==> config.mk <==
export PLATFORM = sky130hd
export DESIGN_NAME = imm_gen_pipe_flat
export DESIGN_NICKNAME = d
export VERILOG_FILES = /design/src/rtl/imm_gen_pipe_if.sv /design/src/rtl/imm_gen_pipe.sv /design/src/flat_wrapper.sv
export SDC_FILE = /design/constraint.sdc
export NUM_CORES = 1
export LEC_CHECK = 0
export BUFFER_PORTS_ARGS = -buffer_cell sky130_fd_sc_hd__buf_2
export CORE_MARGIN = 3
export CORE_UTILIZATION = 35
export DETAILED_ROUTE_END_ITERATION = 16
export SYNTH_ARGS = -nofsm -noshare
export SYNTH_HDL_FRONTEND = slang
export SYNTH_SLANG_ARGS = --single-unit
==> constraint.sdc <==
create_clock -name clk -period 3.5 [get_ports clk]
set_input_delay 0 -clock clk [delete_from_list [all_inputs] [get_ports clk]]
set_output_delay 0 -clock clk [all_outputs]
set_load 0.05 [all_outputs]
==> src/rtl/imm_gen_pipe_if.sv <==
`default_nettype none
//==============================================================================
// Module : imm_gen_pipe_if
// Brief  : Upstream/downstream handshake bundle for the immediate generator.
// Rev    : 1.0  initial release
//==============================================================================
interface imm_gen_pipe_if #(
    parameter int XLEN  = 32,
    parameter int TAG_W = 8
);
    logic              in_valid;
    logic              in_ready;
    logic [31:0]       in_instr;
    logic [2:0]        in_imm_type;
    logic [TAG_W-1:0]  in_tag;

    logic              out_valid;
    logic              out_ready;
    logic [XLEN-1:0]   out_imm;
    logic              out_illegal;
    logic [TAG_W-1:0]  out_tag;

    modport master (
        output in_valid, in_instr, in_imm_type, in_tag, out_ready,
        input  in_ready, out_valid, out_imm, out_illegal, out_tag
    );

    modport slave (
        input  in_valid, in_instr, in_imm_type, in_tag, out_ready,
        output in_ready, out_valid, out_imm, out_illegal, out_tag
    );
endinterface
`default_nettype wire

==> src/rtl/imm_gen_pipe.sv <==
`default_nettype none
//==============================================================================
// Module : imm_gen_pipe
// Brief  : Decode-stage immediate generator with a 2-entry output FIFO.
// Config : IMM_GEN_CSR_ZIMM_EN makes type 5 a zero-extended CSR zimm.
// Rev    : 1.0  initial release
//==============================================================================
module imm_gen_pipe #(
    parameter int XLEN  = 32,
    parameter int TAG_W = 8,
    parameter int CNT_W = 16
) (
    input  logic              clk,
    input  logic              rst_n,
    input  logic              flush,
    imm_gen_pipe_if.slave     bus,
    output logic [CNT_W-1:0]  illegal_cnt
);

    localparam logic [2:0] c_type_i = 3'd0;
    localparam logic [2:0] c_type_s = 3'd1;
    localparam logic [2:0] c_type_b = 3'd2;
    localparam logic [2:0] c_type_u = 3'd3;
    localparam logic [2:0] c_type_j = 3'd4;
    localparam logic [2:0] c_type_z = 3'd5;

    typedef struct packed {
        logic [XLEN-1:0]  imm;
        logic             illegal;
        logic [TAG_W-1:0] tag;
    } entry_t;

    logic [31:0]      w_i;
    logic [63:0]      w_imm64;
    logic             w_illegal;
    entry_t           w_new;
    logic             w_push;
    logic             w_pop;
    logic             w_cnt_max;
    logic             w_unused;

    logic [1:0]       r_count;
    entry_t           r_slot0;
    entry_t           r_slot1;
    logic [CNT_W-1:0] r_illegal_cnt;

    assign w_i = bus.in_instr;

    // Decode at full 64-bit width; the XLEN slice below keeps the sign
    // extension correct for both legal widths without zero-width replicates.
    always_comb begin
        w_imm64   = '0;
        w_illegal = 1'b0;
        case (bus.in_imm_type)
            c_type_i: w_imm64 = {{52{w_i[31]}}, w_i[31:20]};
            c_type_s: w_imm64 = {{52{w_i[31]}}, w_i[31:25], w_i[11:7]};
            c_type_b: w_imm64 = {{51{w_i[31]}}, w_i[31], w_i[7], w_i[30:25],
                                 w_i[11:8], 1'b0};
            c_type_u: w_imm64 = {{32{w_i[31]}}, w_i[31:12], 12'b0};
            c_type_j: w_imm64 = {{43{w_i[31]}}, w_i[31], w_i[19:12], w_i[20],
                                 w_i[30:21], 1'b0};
`ifdef IMM_GEN_CSR_ZIMM_EN
            c_type_z: w_imm64 = {59'b0, w_i[19:15]};
`else
            c_type_z: w_illegal = 1'b1;
`endif
            default:  w_illegal = 1'b1;
        endcase
    end

    always_comb begin
        w_new         = '0;
        w_new.imm     = w_illegal ? '0 : w_imm64[XLEN-1:0];
        w_new.illegal = w_illegal;
        w_new.tag     = bus.in_tag;
    end

    // Opcode bits and the upper decode bits (XLEN=32) are intentionally unused.
    assign w_unused = ^{w_i[6:0], w_imm64};

    assign bus.in_ready  = (r_count != 2'd2);
    assign bus.out_valid = (r_count != 2'd0);
    assign w_push        = bus.in_valid && bus.in_ready;
    assign w_pop         = bus.out_valid && bus.out_ready;

    assign bus.out_imm     = r_slot0.imm;
    assign bus.out_illegal = r_slot0.illegal;
    assign bus.out_tag     = r_slot0.tag;

    // slot0 is always the head; slot1 holds the second entry when count is 2.
    always_ff @(posedge clk or negedge rst_n) begin
        if (!rst_n) begin
            r_count <= 2'd0;
            r_slot0 <= '0;
            r_slot1 <= '0;
        end else if (flush) begin
            r_count <= 2'd0;
        end else begin
            case ({w_push, w_pop})
                2'b10: begin
                    if (r_count == 2'd0) begin
                        r_slot0 <= w_new;
                    end else begin
                        r_slot1 <= w_new;
                    end
                    r_count <= r_count + 2'd1;
                end
                2'b01: begin
                    if (r_count == 2'd2) begin
                        r_slot0 <= r_slot1;
                    end
                    r_count <= r_count - 2'd1;
                end
                2'b11: begin
                    // Only reachable with count 1: the new entry replaces the head.
                    r_slot0 <= w_new;
                end
                default: begin
                end
            endcase
        end
    end

    assign w_cnt_max = &r_illegal_cnt;

    always_ff @(posedge clk or negedge rst_n) begin
        if (!rst_n) begin
            r_illegal_cnt <= '0;
        end else if (w_push && !flush && w_new.illegal && !w_cnt_max) begin
            r_illegal_cnt <= r_illegal_cnt + CNT_W'(1);
        end
    end

    assign illegal_cnt = r_illegal_cnt;

endmodule
`default_nettype wire

==> src/flat_wrapper.sv <==
// flat-port wrapper written by rule: the top's interface ports become plain ports
module imm_gen_pipe_flat 
#(
    parameter int XLEN  = 32,
    parameter int TAG_W = 8,
    parameter int CNT_W = 16
)
  (clk, rst_n, flush, illegal_cnt, bus_in_valid, bus_in_instr, bus_in_imm_type, bus_in_tag, bus_out_ready, bus_in_ready, bus_out_valid, bus_out_imm, bus_out_illegal, bus_out_tag);
  imm_gen_pipe_if #(.XLEN(XLEN), .TAG_W(TAG_W)) bus_i ();
  input  logic clk;
  input  logic rst_n;
  input  logic flush;
  output logic [CNT_W-1:0] illegal_cnt;
  input wire logic [$bits(bus_i.in_valid)-1:0] bus_in_valid;
  input wire logic [$bits(bus_i.in_instr)-1:0] bus_in_instr;
  input wire logic [$bits(bus_i.in_imm_type)-1:0] bus_in_imm_type;
  input wire logic [$bits(bus_i.in_tag)-1:0] bus_in_tag;
  input wire logic [$bits(bus_i.out_ready)-1:0] bus_out_ready;
  output wire logic [$bits(bus_i.in_ready)-1:0] bus_in_ready;
  output wire logic [$bits(bus_i.out_valid)-1:0] bus_out_valid;
  output wire logic [$bits(bus_i.out_imm)-1:0] bus_out_imm;
  output wire logic [$bits(bus_i.out_illegal)-1:0] bus_out_illegal;
  output wire logic [$bits(bus_i.out_tag)-1:0] bus_out_tag;
  assign bus_i.in_valid = bus_in_valid;
  assign bus_i.in_instr = bus_in_instr;
  assign bus_i.in_imm_type = bus_in_imm_type;
  assign bus_i.in_tag = bus_in_tag;
  assign bus_i.out_ready = bus_out_ready;
  assign bus_in_ready = bus_i.in_ready;
  assign bus_out_valid = bus_i.out_valid;
  assign bus_out_imm = bus_i.out_imm;
  assign bus_out_illegal = bus_i.out_illegal;
  assign bus_out_tag = bus_i.out_tag;
  imm_gen_pipe #(.XLEN(XLEN), .TAG_W(TAG_W), .CNT_W(CNT_W)) u_core (.clk(clk), .rst_n(rst_n), .flush(flush), .bus(bus_i), .illegal_cnt(illegal_cnt));
endmodule
==> results.json <==
{
  "status": "finished clean",
  "grt_pass1_wl_um": 19600,
  "seq_area_um2": 2500,
  "wire_per_inst_um": 15.0,
  "peakVddDrop_mv": 0.465,
  "syn_area_per_cell_um2": 9.31,
  "post-cts-setup-buffers": 0,
  "cell_internal_pwr_mw": 2.40,
  "first_global_vias": 3942,
  "grt_max_degree": 80,
  "drt-total-wl_um": 12000,
  "p_leak_nw": 2.77,
  "power.share.clock": 0.313,
  "finalNetCount": 665,
  "first_pass_iters": 5,
  "synth_nets": 564,
  "antenna_found_initial": 0,
  "chipHeight_um": 123,
  "drive_above_1_share": 0.211,
  "fmax_mhz": 474,
  "slew_headroom": 0.273,
  "final_core_util": 0.448,
  "post-route-drc-count": 0,
  "synthDistinctLibCells": 42,
  "slew_viol_final": 0,
  "clock-skew-final_ns": 0.00655,
  "grt_usage": 0.164,
  "overflow": 0,
  "yosysTopAreaCellShare": 0.522,
  "synth_area_leaders": "dfrtp_1 52%, nand2_1 7.9%, a21oi_1 5.0%",
  "crit_arrival_ns": 2.33,
  "crit_required_ns": 3.72,
  "cts.sinks": 100,
  "synth_cells": 515,
  "cp_max_fo": 21,
  "cts_made_buffers": 9,
  "yosys_warnings": 0,
  "synth_edf_count": 0,
  "fin_cells": 797,
  "rsz0062_at_grt": "no",
  "fp.dieW_um": 123,
  "htree_levels": 3,
  "power_switching_mw": 1.30,
  "floorplan.initialDensity": 0.361,
  "holdCritPathClass": "input pin to flip-flop",
  "row_count": 42,
  "crit_type": "flip-flop to flip-flop",
  "ant_nets": 0,
  "syn_to_final_growth_pct": 24.2,
  "fill_cells": 1299,
  "die_area_um2": 15100,
  "yosysSeqAreaShare": 0.522,
  "ios": 107,
  "cp-start-kind": "flip-flop",
  "hpwl_um": 8090,
  "io_buffers": 99,
  "dp_cells": 759,
  "syn_area_um2": 4790,
  "synth-seq-cells": 100,
  "seqPwrFrac": 0.414,
  "min_period_ns": 2.11,
  "power.density_nw_per_um2": 622,
  "core-area_um2": 13300,
  "critPathCaptureType": "flip-flop",
  "setup_violations": 0,
  "yosysMostFrequentCell": "nand2_1",
  "cts_tree": "built",
  "viasPerCell": 5.11,
  "combinationalPowerShare": 0.273,
  "vias": 4076,
  "drt_iter0_markers": 226,
  "ys_dominant_reg_cell": "dfrtp_1",
  "multi_input_area_um2": 2090,
  "p_sw_frac": 0.352,
  "hold_violations": 0,
  "worst_pin_slew_ns": 1.09,
  "synth_common_cells": "101 x nand2_1, 100 x dfrtp_1, 48 x a21oi_1, 47 x o21ai_0, 39 x nor2_1",
  "fin_crit_sh": 0.603,
  "async_flop_share": 1.00,
  "globalplace.congestion": 0.774,
  "fin_tns_setup_ns": 0,
  "path_clk_slew_ns": 0.07,
  "clk_path_buf_depth": 2,
  "synth_top_cell_by_area": "dfrtp_1",
  "cts_root_buffer": "clkbuf_16",
  "worstSkewPairLatency_ns": 0.34,
  "num_antenna_cells": 0,
  "maxCapViolations": 0
}
==> kinds of logic (layout without fill, tap and decap cells) <==
kind of cell | Yosys count | in the layout | synth area share
simple gates | 184 | 184 | 0.174
compound gates | 157 | 157 | 0.199
mux | 15 | 15 | 0.0316
fa+ha+maj | 2 | 2 | 0.00496
flops | 100 | 100 | 0.522
buf+inv | 42 | 148 | 0.0415
xor+xnor | 15 | 15 | 0.0274
==> metrics by stage <==
stage	setup slack [ns]	power [mW]	hold slack, ns	cell area [um^2]
finish	1.39	3.71	0.0893	5950
global route	1.18	3.92	0.104	5950
CTS	1.39	3.75	0.0660	5950
detailed placement	1.40	2.56	0.213	5380
global placement	1.45	2.53	0.210	5380
floorplan	1.54	2.28	-0.296	4790
==> power groups by stage <==
stage | Clock [mW] | Combinational [mW] | Sequential (mW)
global route | 1.26 | 1.10 | 1.57
CTS | 1.19 | 1.02 | 1.53
detailed placement | 0 | 1.00 | 1.55
global placement | 0 | 0.987 | 1.54
floorplan | 0 | 0.352 | 1.93
finish | 1.16 | 1.01 | 1.53
==> sequential cells by signal (all words and copies together) (netlist names) <==
name and count:
u_core.r_count 2, u_core.bus.out_imm 32, u_core.bus.out_tag 8, u_core.bus.out_illegal 1, u_core.r_slot1 41, u_core.illegal_cnt 16
==> cell usage in the layout, fill, tap and decap left out, types with 6 or more instances in the layout <==
cell type | Yosys | final
nand2b_1 | 7 | 7
o221ai_1 | 16 | 16
xnor2_1 | 9 | 9
o21ai_0 | 47 | 47
buf_2 | 12 | 98
nand2_1 | 101 | 100
o21a_1 | 13 | 13
dlygate4sd3_1 | 0 | 22
dfrtp_1 | 100 | 100
xor2_1 | 6 | 6
nand4_1 | 6 | 6
o211ai_1 | 10 | 10
buf_4 | 3 | 8
a21oi_1 | 48 | 48
clkbuf_16 | 0 | 9
o31ai_1 | 11 | 11
nor2b_1 | 8 | 8
mux2i_1 | 14 | 14
nor2_1 | 39 | 39
==> final timing paths <==
| kind | slack (ns) | cells past startpoint | to | startpoint |
|---|---|---|---|---|
| max | 1.39 | 6 | u_core.bus.out_imm[1]$_DFFE_PN0P_ | u_core.r_count[0]$_DFFE_PN0P_ |
| min | 0.09 | 4 | u_core.r_slot1[20]$_DFFE_PN0P_ | bus_in_instr[7] |
| max reg2reg | 1.39 | 6 | u_core.bus.out_imm[1]$_DFFE_PN0P_ | u_core.r_count[0]$_DFFE_PN0P_ |
| min reg2reg | 0.47 | 2 | u_core.bus.out_tag[5]$_DFFE_PN0P_ | u_core.bus.out_tag[5]$_DFFE_PN0P_ |
| max in group asynchronous | 2.20 | 3 | u_core.bus.out_tag[0]$_DFFE_PN0P_ | rst_n |
| min in group asynchronous | 0.36 | 2 | u_core.bus.out_imm[13]$_DFFE_PN0P_ | rst_n |
==> layout make-up <==
| type | instances | area share |
|---|---|---|
| timing repair buffer | 128 | 0.129 |
| multi-input combinational | 373 | 0.352 |
| clock buffer | 11 | 0.0408 |
| tap | 176 | 0.0370 |
| sequential | 100 | 0.420 |
| clock inverter | 5 | 0.0179 |
| inverter | 4 | 0.00252 |
==> critical path, stage by stage, from the launching register on <==
cell and delay [ns]:
dfrtp_1 0.46, or2_1 0.26, nand3_1 0.53, buf_4 0.37, o211ai_1 0.13, o21ai_0 0.13
o21ai_0 0.10
==> repair_timing <==
action / CTS / global route
hold endpoints to repair: 113 / 0
hold buffers: 22 / 0
gates resized for setup: 0 / 0
endpoints found under the setup margin: 0 / 0
==> layer usage <==
| metal | track usage | up-vias | part of all wire |
|---|---|---|---|
| met5 | 0 | - | 0 |
| met4 | 0.0602 | 0 | 0.015 |
| met3 | 0.0270 | 18 | 0.043 |
| met2 | 0.265 | 100 | 0.49 |
| met1 | 0.225 | 1954 | 0.45 |
| li1 | - | 2004 | - |
(Power assumes the default switching activity.)
